===== src/rtl/alu_sequencer_pkg.sv =====
// alu_seq_pkg: definitions shared by the ALU sequencer, its op interface and
// the code that drives it.
//   - op_kind codes carried on the op channel
//   - FSM state encoding
//   - alu select/opcode pair that performs an add
package alu_seq_pkg;

  // op_kind encodings
  localparam logic [1:0] OPK_ALU      = 2'b00;
  localparam logic [1:0] OPK_LOAD_IMM = 2'b01;
  localparam logic [1:0] OPK_MOVE     = 2'b10;
  localparam logic [1:0] OPK_NOP      = 2'b11;

  // Sequencer states; 2'd3 is unused and recovers to ST_IDLE
  typedef enum logic [1:0] {
    ST_IDLE = 2'd0,
    ST_EXEC = 2'd1,
    ST_WB   = 2'd2
  } state_t;

  // alu control pair for an add
  localparam logic       ALU_ADD_SEL = 1'b0;
  localparam logic [2:0] ALU_ADD_OPC = 3'b000;

  // True for kinds that read the regfile in an EXEC cycle before write-back
  function automatic logic needs_exec(input logic [1:0] kind);
    return (kind == OPK_ALU) || (kind == OPK_MOVE);
  endfunction

endpackage


===== src/rtl/alu_sequencer_if.sv =====
// alu_sequencer_if: valid/ready operation channel into the ALU sequencer.
//   op_valid  producer offers an operation
//   op_ready  sequencer can accept it (handshake = op_valid & op_ready)
//   op_kind   00=ALU, 01=LOAD_IMM, 10=MOVE, 11=NOP
//   op_select / op_opcode  alu controls for ALU ops
//   op_dst / op_src1 / op_src2  register selects
//   op_imm    immediate for LOAD_IMM
// modport master: operation producer; modport slave: the sequencer.
interface alu_sequencer_if #(
  parameter int DATA_W = 16,
  parameter int SEL_W  = 4
) ();

  logic              op_valid;
  logic              op_ready;
  logic [1:0]        op_kind;
  logic              op_select;
  logic [2:0]        op_opcode;
  logic [SEL_W-1:0]  op_dst;
  logic [SEL_W-1:0]  op_src1;
  logic [SEL_W-1:0]  op_src2;
  logic [DATA_W-1:0] op_imm;

  modport master (
    output op_valid, op_kind, op_select, op_opcode,
    output op_dst, op_src1, op_src2, op_imm,
    input  op_ready
  );

  modport slave (
    input  op_valid, op_kind, op_select, op_opcode,
    input  op_dst, op_src1, op_src2, op_imm,
    output op_ready
  );

endinterface


===== src/rtl/alu_sequencer.sv =====
// alu_sequencer: sequences register-level operations onto an external
// regfile and alu. One operation per handshake; IDLE -> (EXEC) -> WB -> IDLE.
//   clk, rst        clock; asynchronous active-high reset
//   op_if (slave)   operation channel
//   rf_in1_*        regfile write port 1 (strobed only in WB)
//   rf_in2_we       regfile write port 2 enable, tied low
//   rf_out1/2_sel   regfile read selects, loaded on entry to EXEC
//   rf_out1/2_data  regfile read data
//   alu_select/opcode  alu controls, non-zero only in EXEC of an ALU op
//   alu_result/cf/of   alu outputs
//   done            high for the WB cycle
//   flag_cf/flag_of carry/overflow of ALU ops
//   flag_clr        flag clear, honoured only with sticky flags
// Optional build macro ALU_SEQ_STICKY_FLAGS_EN: flags accumulate (OR) across
// ALU ops until flag_clr; otherwise each ALU op overwrites them.
module alu_sequencer
  import alu_seq_pkg::*;
#(
  parameter int DATA_W = 16,
  parameter int SEL_W  = 4
) (
  input  logic              clk,
  input  logic              rst,
  alu_sequencer_if.slave    op_if,
  output logic              rf_in1_we,
  output logic [SEL_W-1:0]  rf_in1_sel,
  output logic [DATA_W-1:0] rf_in1_data,
  output logic              rf_in2_we,
  output logic [SEL_W-1:0]  rf_out1_sel,
  output logic [SEL_W-1:0]  rf_out2_sel,
  input  logic [DATA_W-1:0] rf_out1_data,
  input  logic [DATA_W-1:0] rf_out2_data,
  output logic              alu_select,
  output logic [2:0]        alu_opcode,
  input  logic [DATA_W-1:0] alu_result,
  input  logic              alu_cf,
  input  logic              alu_of,
  output logic              done,
  output logic              flag_cf,
  output logic              flag_of,
  input  logic              flag_clr
);

  state_t            state_r;
  state_t            state_nxt_s;
  logic              accept_s;
  logic              alu_exec_s;
  logic [1:0]        cap_kind_r;
  logic [SEL_W-1:0]  cap_dst_r;
  logic              op_ready_r;
  logic              rf_in1_we_r;
  logic              done_r;
  logic [SEL_W-1:0]  rf_in1_sel_r;
  logic [DATA_W-1:0] rf_in1_data_r;
  logic [SEL_W-1:0]  rf_out1_sel_r;
  logic [SEL_W-1:0]  rf_out2_sel_r;
  logic              alu_select_r;
  logic [2:0]        alu_opcode_r;
  logic              flag_cf_r;
  logic              flag_of_r;
  logic [SEL_W-1:0]  wb_sel_s;
  logic [DATA_W-1:0] wb_data_s;

  // The state qualifier makes acceptance depend on the FSM itself, not only on
  // the registered ready copy.
  assign accept_s   = op_if.op_valid & op_ready_r & (state_r == ST_IDLE);
  assign alu_exec_s = (state_r == ST_EXEC) && (cap_kind_r == OPK_ALU);

  // Next-state decode
  always_comb begin
    state_nxt_s = ST_IDLE;
    case (state_r)
      ST_IDLE: begin
        if (accept_s) begin
          if (needs_exec(op_if.op_kind)) begin
            state_nxt_s = ST_EXEC;
          end else if (op_if.op_kind == OPK_LOAD_IMM) begin
            state_nxt_s = ST_WB;
          end else begin
            state_nxt_s = ST_IDLE;
          end
        end else begin
          state_nxt_s = ST_IDLE;
        end
      end
      ST_EXEC: state_nxt_s = ST_WB;
      ST_WB:   state_nxt_s = ST_IDLE;
      default: state_nxt_s = ST_IDLE;
    endcase
  end

  // Write-back destination and data for the WB cycle being entered
  always_comb begin
    wb_sel_s  = cap_dst_r;
    wb_data_s = rf_in1_data_r;
    if (state_r == ST_EXEC) begin
      wb_sel_s = cap_dst_r;
      if (cap_kind_r == OPK_ALU) begin
        wb_data_s = alu_result;
      end else begin
        wb_data_s = rf_out1_data;
      end
    end else begin
      // Only a LOAD_IMM enters WB directly from IDLE
      wb_sel_s  = op_if.op_dst;
      wb_data_s = op_if.op_imm;
    end
  end

  // State register
  always_ff @(posedge clk or posedge rst) begin
    if (rst) begin
      state_r <= ST_IDLE;
    end else begin
      state_r <= state_nxt_s;
    end
  end

  // Capture the op fields still needed after acceptance; the remaining fields
  // are captured directly into the output registers below.
  always_ff @(posedge clk or posedge rst) begin
    if (rst) begin
      cap_kind_r <= 2'b00;
      cap_dst_r  <= '0;
    end else if (accept_s) begin
      cap_kind_r <= op_if.op_kind;
      cap_dst_r  <= op_if.op_dst;
    end
  end

  // Registered outputs, decoded from the state being entered so that each
  // one is aligned with the state it describes.
  always_ff @(posedge clk or posedge rst) begin
    if (rst) begin
      op_ready_r    <= 1'b1;
      rf_in1_we_r   <= 1'b0;
      done_r        <= 1'b0;
      rf_in1_sel_r  <= '0;
      rf_in1_data_r <= '0;
      rf_out1_sel_r <= '0;
      rf_out2_sel_r <= '0;
      alu_select_r  <= 1'b0;
      alu_opcode_r  <= 3'b000;
    end else begin
      op_ready_r  <= (state_nxt_s == ST_IDLE);
      rf_in1_we_r <= (state_nxt_s == ST_WB);
      done_r      <= (state_nxt_s == ST_WB);
      if (state_nxt_s == ST_WB) begin
        rf_in1_sel_r  <= wb_sel_s;
        rf_in1_data_r <= wb_data_s;
      end
      // EXEC is entered only from IDLE, so the op fields are on the channel
      if (state_nxt_s == ST_EXEC) begin
        rf_out1_sel_r <= op_if.op_src1;
        rf_out2_sel_r <= op_if.op_src2;
      end
      if ((state_nxt_s == ST_EXEC) && (op_if.op_kind == OPK_ALU)) begin
        alu_select_r <= op_if.op_select;
        alu_opcode_r <= op_if.op_opcode;
      end else begin
        alu_select_r <= 1'b0;
        alu_opcode_r <= 3'b000;
      end
    end
  end

`ifdef ALU_SEQ_STICKY_FLAGS_EN
  // Sticky flags: accumulate over ALU ops; a clear wins over a same-cycle set
  always_ff @(posedge clk or posedge rst) begin
    if (rst) begin
      flag_cf_r <= 1'b0;
      flag_of_r <= 1'b0;
    end else if (flag_clr) begin
      flag_cf_r <= 1'b0;
      flag_of_r <= 1'b0;
    end else if (alu_exec_s) begin
      flag_cf_r <= flag_cf_r | alu_cf;
      flag_of_r <= flag_of_r | alu_of;
    end
  end
`else
  logic unused_flag_clr_s;
  assign unused_flag_clr_s = flag_clr;

  // Flags reflect the most recent ALU op only
  always_ff @(posedge clk or posedge rst) begin
    if (rst) begin
      flag_cf_r <= 1'b0;
      flag_of_r <= 1'b0;
    end else if (alu_exec_s) begin
      flag_cf_r <= alu_cf;
      flag_of_r <= alu_of;
    end
  end
`endif

  assign op_if.op_ready = op_ready_r;
  assign rf_in1_we      = rf_in1_we_r;
  assign rf_in1_sel     = rf_in1_sel_r;
  assign rf_in1_data    = rf_in1_data_r;
  assign rf_in2_we      = 1'b0;
  assign rf_out1_sel    = rf_out1_sel_r;
  assign rf_out2_sel    = rf_out2_sel_r;
  assign alu_select     = alu_select_r;
  assign alu_opcode     = alu_opcode_r;
  assign done           = done_r;
  assign flag_cf        = flag_cf_r;
  assign flag_of        = flag_of_r;

endmodule


===== src/flat_wrapper.sv =====
// flat-port wrapper written by rule: the top's interface ports become plain ports
module alu_sequencer_flat import alu_seq_pkg::*;
#(
  parameter int DATA_W = 16,
  parameter int SEL_W  = 4
)
  (clk, rst, rf_in1_we, rf_in1_sel, rf_in1_data, rf_in2_we, rf_out1_sel, rf_out2_sel, rf_out1_data, rf_out2_data, alu_select, alu_opcode, alu_result, alu_cf, alu_of, done, flag_cf, flag_of, flag_clr, op_if_op_valid, op_if_op_kind, op_if_op_select, op_if_op_opcode, op_if_op_dst, op_if_op_src1, op_if_op_src2, op_if_op_imm, op_if_op_ready);
  alu_sequencer_if #(.DATA_W(DATA_W), .SEL_W(SEL_W)) op_if_i ();
  input  logic clk;
  input  logic rst;
  output logic rf_in1_we;
  output logic [SEL_W-1:0] rf_in1_sel;
  output logic [DATA_W-1:0] rf_in1_data;
  output logic rf_in2_we;
  output logic [SEL_W-1:0] rf_out1_sel;
  output logic [SEL_W-1:0] rf_out2_sel;
  input  logic [DATA_W-1:0] rf_out1_data;
  input  logic [DATA_W-1:0] rf_out2_data;
  output logic alu_select;
  output logic [2:0] alu_opcode;
  input  logic [DATA_W-1:0] alu_result;
  input  logic alu_cf;
  input  logic alu_of;
  output logic done;
  output logic flag_cf;
  output logic flag_of;
  input  logic flag_clr;
  input wire logic [$bits(op_if_i.op_valid)-1:0] op_if_op_valid;
  input wire logic [$bits(op_if_i.op_kind)-1:0] op_if_op_kind;
  input wire logic [$bits(op_if_i.op_select)-1:0] op_if_op_select;
  input wire logic [$bits(op_if_i.op_opcode)-1:0] op_if_op_opcode;
  input wire logic [$bits(op_if_i.op_dst)-1:0] op_if_op_dst;
  input wire logic [$bits(op_if_i.op_src1)-1:0] op_if_op_src1;
  input wire logic [$bits(op_if_i.op_src2)-1:0] op_if_op_src2;
  input wire logic [$bits(op_if_i.op_imm)-1:0] op_if_op_imm;
  output wire logic [$bits(op_if_i.op_ready)-1:0] op_if_op_ready;
  assign op_if_i.op_valid = op_if_op_valid;
  assign op_if_i.op_kind = op_if_op_kind;
  assign op_if_i.op_select = op_if_op_select;
  assign op_if_i.op_opcode = op_if_op_opcode;
  assign op_if_i.op_dst = op_if_op_dst;
  assign op_if_i.op_src1 = op_if_op_src1;
  assign op_if_i.op_src2 = op_if_op_src2;
  assign op_if_i.op_imm = op_if_op_imm;
  assign op_if_op_ready = op_if_i.op_ready;
  alu_sequencer #(.DATA_W(DATA_W), .SEL_W(SEL_W)) u_core (.clk(clk), .rst(rst), .op_if(op_if_i), .rf_in1_we(rf_in1_we), .rf_in1_sel(rf_in1_sel), .rf_in1_data(rf_in1_data), .rf_in2_we(rf_in2_we), .rf_out1_sel(rf_out1_sel), .rf_out2_sel(rf_out2_sel), .rf_out1_data(rf_out1_data), .rf_out2_data(rf_out2_data), .alu_select(alu_select), .alu_opcode(alu_opcode), .alu_result(alu_result), .alu_cf(alu_cf), .alu_of(alu_of), .done(done), .flag_cf(flag_cf), .flag_of(flag_of), .flag_clr(flag_clr));
endmodule

===== config.mk =====
export PLATFORM = sky130hd
export DESIGN_NAME = alu_sequencer_flat
export DESIGN_NICKNAME = d
export VERILOG_FILES = /design/src/rtl/alu_sequencer_pkg.sv /design/src/rtl/alu_sequencer_if.sv /design/src/rtl/alu_sequencer.sv /design/src/flat_wrapper.sv
export SDC_FILE = /design/constraint.sdc
export NUM_CORES = 1
export LEC_CHECK = 0
export BUFFER_PORTS_ARGS = -buffer_cell sky130_fd_sc_hd__buf_4
export CAP_MARGIN = 10
export CELL_PAD_IN_SITES_DETAIL_PLACEMENT = 0
export CELL_PAD_IN_SITES_GLOBAL_PLACEMENT = 1
export CORE_MARGIN = 2
export CORE_UTILIZATION = 32
export CTS_BUF_LIST = sky130_fd_sc_hd__clkbuf_4
export DETAILED_ROUTE_END_ITERATION = 10
export GPL_TIMING_DRIVEN = 0
export PLACE_DENSITY = 0.81
export SYNTH_ARGS = -nofsm -noshare
export SYNTH_HDL_FRONTEND = slang
export SYNTH_SLANG_ARGS = --single-unit

===== constraint.sdc =====
create_clock -name clk -period 1.9 [get_ports clk]
set_input_delay 0.095 -clock clk [delete_from_list [all_inputs] [get_ports clk]]
set_output_delay 0.095 -clock clk [all_outputs]
set_load 0.005 [all_outputs]

==> Word level (Yosys, flattened, before mapping) <==
Cells that the tools add are included.
{ "classes": {"n_mux": 9, "n_reduce_logical": 7, "n_eq_ne": 5, "bitwise": 2} }
{ "op_table": {"columns": ["operator", "count"], "rows": [
  ["$mux 16", 2],
  ["$logic_not 2->1", 4],
  ["$eq 2x1->1 const B", 3],
  ["$mux 2", 3],
  ["$eq 2x2->1 const B", 2],
  ["$mux 4", 1],
  ["$pmux 2 s2", 1],
  ["$mux 3", 1],
  ["$and 1x1->1", 2],
  ["$logic_and 1x1->1", 2],
  ["$logic_or 1x1->1", 1],
  ["$mux 1", 1]
]} }
{ "word_totals": {"regBits": 44, "input_bits": 88, "word_cells": 36, "out_inout_bits": 38} }

==> Logic depth before layout (Yosys ltp) <==
{ "depth": {"ltp_word": 8, "ltp_mapped": 5, "depth_no_buf": 3} }

==> Worst setup path before layout <==
OpenSTA, ideal clock, no wires.
{ "synth_timing": {"path_type": "register -> register", "from": "reg u_core.op_ready_r (netlist: u_core.op_if.op_ready)", "to": "reg u_core.rf_out1_sel_r[0] (netlist: u_core.rf_out1_sel[0])", "setup_slack_ns": 0.249, "n_path_buf": 2, "t_arrival_ns": 1.523, "path_stages_with_launch": 6, "setup_time_ns": 0.127, "period_less_slack_ns": 1.651, "required_time_ns": 1.773, "cell_sequence": "dfstp_2 nor4bb_1 buf_2 and2b_1 buf_6 mux2_1"} }
{ "synth_via": {"elab_chain_len": 5} }
{ "synth_lines": {"columns": ["item", "line", "text"], "rows": [
  ["from (decl)", "alu_sequencer.sv:50", "logic op_ready_r;"],
  ["from (signal assigned)", "alu_sequencer.sv:145", "op_ready_r <= (state_nxt_s == ST_IDLE);"],
  ["$and 1x1->1 (2 in a row)", "alu_sequencer.sv:66", "assign accept_s = op_if.op_valid & op_ready_r & (state_r == ST_IDLE);"],
  ["$mux 2", "alu_sequencer.sv:74", "if (accept_s) begin"],
  ["$pmux 2 s2", "alu_sequencer.sv:72", "case (state_r)"],
  ["named net u_core.state_nxt_s[0]", "alu_sequencer.sv:45", "state_t state_nxt_s;"],
  ["$eq 2x1->1", "alu_sequencer.sv:153", "if (state_nxt_s == ST_EXEC) begin"],
  ["to (signal assigned)", "alu_sequencer.sv:154", "rf_out1_sel_r <= op_if.op_src1;"],
  ["to (decl)", "alu_sequencer.sv:55", "logic [SEL_W-1:0] rf_out1_sel_r;"]
]} }
The timed path passes the listed nets, and every way through them passes these cells.
A chain may end at the register's enable or synchronous reset.

==> Worst setup path after layout <==
Same ends and word-level chain as after synthesis.

==> results.py <==
metrics = {
    "finish": {
        "final_util_pct": 55.4,
        "diodes": 0,
        "area_growth_pct": 66.3,
        "drive_gt1_share_pct": 46.3,
        "final_cells": 390,
        "fin_nets": 402,
    },
    "timing": {
        "grt_setup_unrepaired": "false",
        "period_share_pct": 93.8,
        "fin_crit_ps": 1780,
        "setup_slack_ps": 119,
        "setup_viol": 0,
        "timing.fmax_mhz": 561,
        "skew_ps": 6.13,
        "tns_ps": 0,
        "hold_viol_final": 0,
        "final_max_slew_viol_count": 0,
    },
    "placement": {
        "dp_slack_ps": 127,
        "placedCellCount": 347,
        "portBuffers": 107,
        "hpwlAfterDp_um": 3860,
        "gp_congestion": 0.686,
    },
    "route": {
        "routedWlPerCell_um": 14.1,
        "ant_nets": 0,
        "drtIter0Drc": 32,
        "drc": 0,
        "viasPerCell": 4.59,
        "totalWireLength_um": 5480,
        "vias": 1790,
        "first_pass_iters": 4,
    },
    "synthesis": {
        "ys_seq_area_share_pct": 55.2,
        "ys_ff_latch": 44,
        "synthesis.area_um2": 2000,
        "ys_types": 25,
        "synth.net_count": 252,
        "synth_cells": 164,
        "yosys_warnings": 0,
        "avgSynthCellArea_um2": 12.2,
    },
    "hold_path": {
        "hp-class": "input pin to flip-flop",
        "min_from": "op_if_op_kind[1]",
    },
    "global_route": {
        "grt_pass1_wl_um": 9160,
        "gr-total-overflow": 0,
        "grt_pass1_vias": 1942,
        "antenna_found_initial": 0,
        "grt.total_usage_pct": 16.4,
        "grt_max_degree": 29,
    },
    "power": {
        "p_int_mw": 2.30,
        "ir_worst_vdd_uv": 582,
        "powerDensity_nw_per_um2": 991,
        "total_power_mw": 3.29,
        "p_clk_share_pct": 13.9,
        "switching_power_uw": 993,
        "pwr-share-seq_pct": 44.7,
        "p_comb_share_pct": 41.4,
        "leakage_nw": 1.59,
        "switching_share_pct": 30.2,
    },
    "setup_path": {
        "cp_slowest_stage_delay_ps": 560,
        "cp_max_fo": 10,
        "critPathLaunchType": "flip-flop",
        "cp.required_ps": 2140,
        "critPathBufInv": 2,
        "crit_family": "flip-flops",
        "critical_path.slowest_cell": "dfstp_2",
        "r2r_start": "u_core.op_if.op_ready",
        "worstSetupPathType": "flip-flop to flip-flop",
        "setup.worst_path.start": "u_core.op_if.op_ready",
        "crit_chain": "nor4bb_1, buf_2, and2b_1, buf_6, mux2_1",
        "cp.arrival_ps": 2020,
        "setup.worst_path.end_class": "flip-flop",
    },
    "clock_tree": {
        "clk_latency_ps": 350,
        "hold_buffers": 35,
        "cts_resized": 0,
        "cts-root-buf": "clkbuf_4",
        "cts_sinks": 44,
        "ctsLongestPathBuffers": 2,
        "cts.clk_slew.worst_paths_ps": 130,
        "numCtsBuffers": 5,
        "cts_setup_buffers": 0,
        "htree_levels": 2,
        "cts_tree": "done",
    },
    "floorplanning": {
        "die_w_um": 83.0,
        "fp-row-count": 28,
        "core-area_um2": 5990,
        "die_area_um2": 6890,
        "ios": 126,
        "start_util_pct": 33.3,
        "die_h_um": 83.0,
    },
    "run_status": {
        "outcome": "finished, final reports clean",
    },
    "run": {
        "drv_cap": 0,
    },
}
[worst register-to-register path, cell delays in order, from the launching register on]
cell      delay [ps]
dfstp_2          560
nor4bb_1         240
buf_2            210
and2b_1          180
buf_6            160
mux2_1           330
[sequential cells by signal, indices dropped and copies added (netlist names)]
signal	flops
u_core.rf_in1_we	1
u_core.alu_opcode	3
u_core.rf_out1_sel	4
u_core.op_if.op_ready	1
u_core.rf_in1_data	16
u_core.flag_cf	1
u_core.rf_in1_sel	4
u_core.flag_of	1
u_core.cap_dst_r	4
u_core.rf_out2_sel	4
u_core.cap_kind_r	2
u_core.state_r	2
u_core.alu_select	1
[cells in the mapped netlist]
library cell  number  area [um^2]
nand4b_1           1         8.76
nand3_1           16         80.1
a21oi_1            1         5.00
o221ai_1          16          140
nor2_1             3         11.3
dfrtp_1           43         1080
buf_2              7         35.0
nor2_2             1         6.26
nand2b_1           1         6.26
mux2_1             7         78.8
nor2b_1            1         6.26
nor4bb_1           1         10.0
buf_6              1         11.3
dfstp_2            1         26.3
inv_1             18         67.6
nor3_1             1         5.00
and2b_1            1         7.51
clkbuf_1           2         7.51
and2_1             4         25.0
buf_4              3         22.5
a21oi_2            1         8.76
mux2i_1           16          160
mux2_2            16          180
nor3b_1            1         7.51
conb_1             1         3.75
[per-stage QoR]
step,area [um^2],hold slack [ps]
2_1_floorplan,2000,224
3_3_place_gp,2890,306
4_1_cts,3320,11.8
3_5_place_dp,2910,121
6_report,3320,33.0
5_1_grt,3320,8.25
[path summary, 6_finish.rpt]
path	end	slack (ps)	cells after the start
worst min register to register	u_core.rf_out1_sel[2]	500	1
min in group asynchronous	u_core.rf_in1_data[4]	280	3
max in group asynchronous	u_core.op_if.op_ready	1070	4
worst max-delay path	u_core.rf_out1_sel[0]	120	5
worst max register to register	u_core.rf_out1_sel[0]	120	5
worst min-delay path	u_core.cap_kind_r[1]	30	2
[cells by family (layout without fill, tap and decap cells)]
family,count (synthesis),count (layout),synth area share (%)
AND/OR/NAND/NOR,31,31,8.71
buffers and inverters,31,182,7.21
multiplexers,39,39,21.0
other,1,1,0.188
AO/OA/AOI/OAI,18,18,7.71
flip-flops,44,44,55.2
[power by group through the flow]
stage | Sequential, mW | Combinational [mW] | Clock (mW)
detailed placement | 1.49 | 1.33 | 0
finish | 1.47 | 1.36 | 0.458
CTS | 1.48 | 1.39 | 0.475
global route | 1.52 | 1.50 | 0.512
global placement | 1.48 | 1.30 | 0
floorplan | 1.50 | 0.579 | 0
[layer usage]
| metal | up-vias | GRT usage (%) | wire length [um] |
|---|---|---|---|
| met5 | - | 0 | 0 |
| met4 | 0 | 4.62 | 61 |
| met3 | 7 | 4.97 | 323 |
| met2 | 61 | 29.8 | 2900 |
| met1 | 844 | 18.5 | 2200 |
| li1 | 878 | - | - |
[area by class of cell]
type	count	area (um^2)
plain buffers	13	76.3
multi-input cells	89	751
flip-flops and latches	44	1100
repair buffers	143	1170
clock buffers	6	45.0
fillers	558	2670
well taps	75	93.8
inverters	18	67.6
clock inverters	2	11.3
[cells in the final DEF, fill, tap and decap left out, types with 2 or more instances in the layout]
cell / n
o221ai_1: 16
clkbuf_1: 2
mux2i_1: 16
mux2_2: 16
inv_1: 17
dfrtp_1: 43
nor2_1: 3
dlygate4sd3_1: 35
buf_4: 110
buf_2: 7
clkbuf_4: 6
mux2_1: 7
nand3_1: 16
and2_1: 4
No activity file was read; power rests on OpenSTA's default activity.
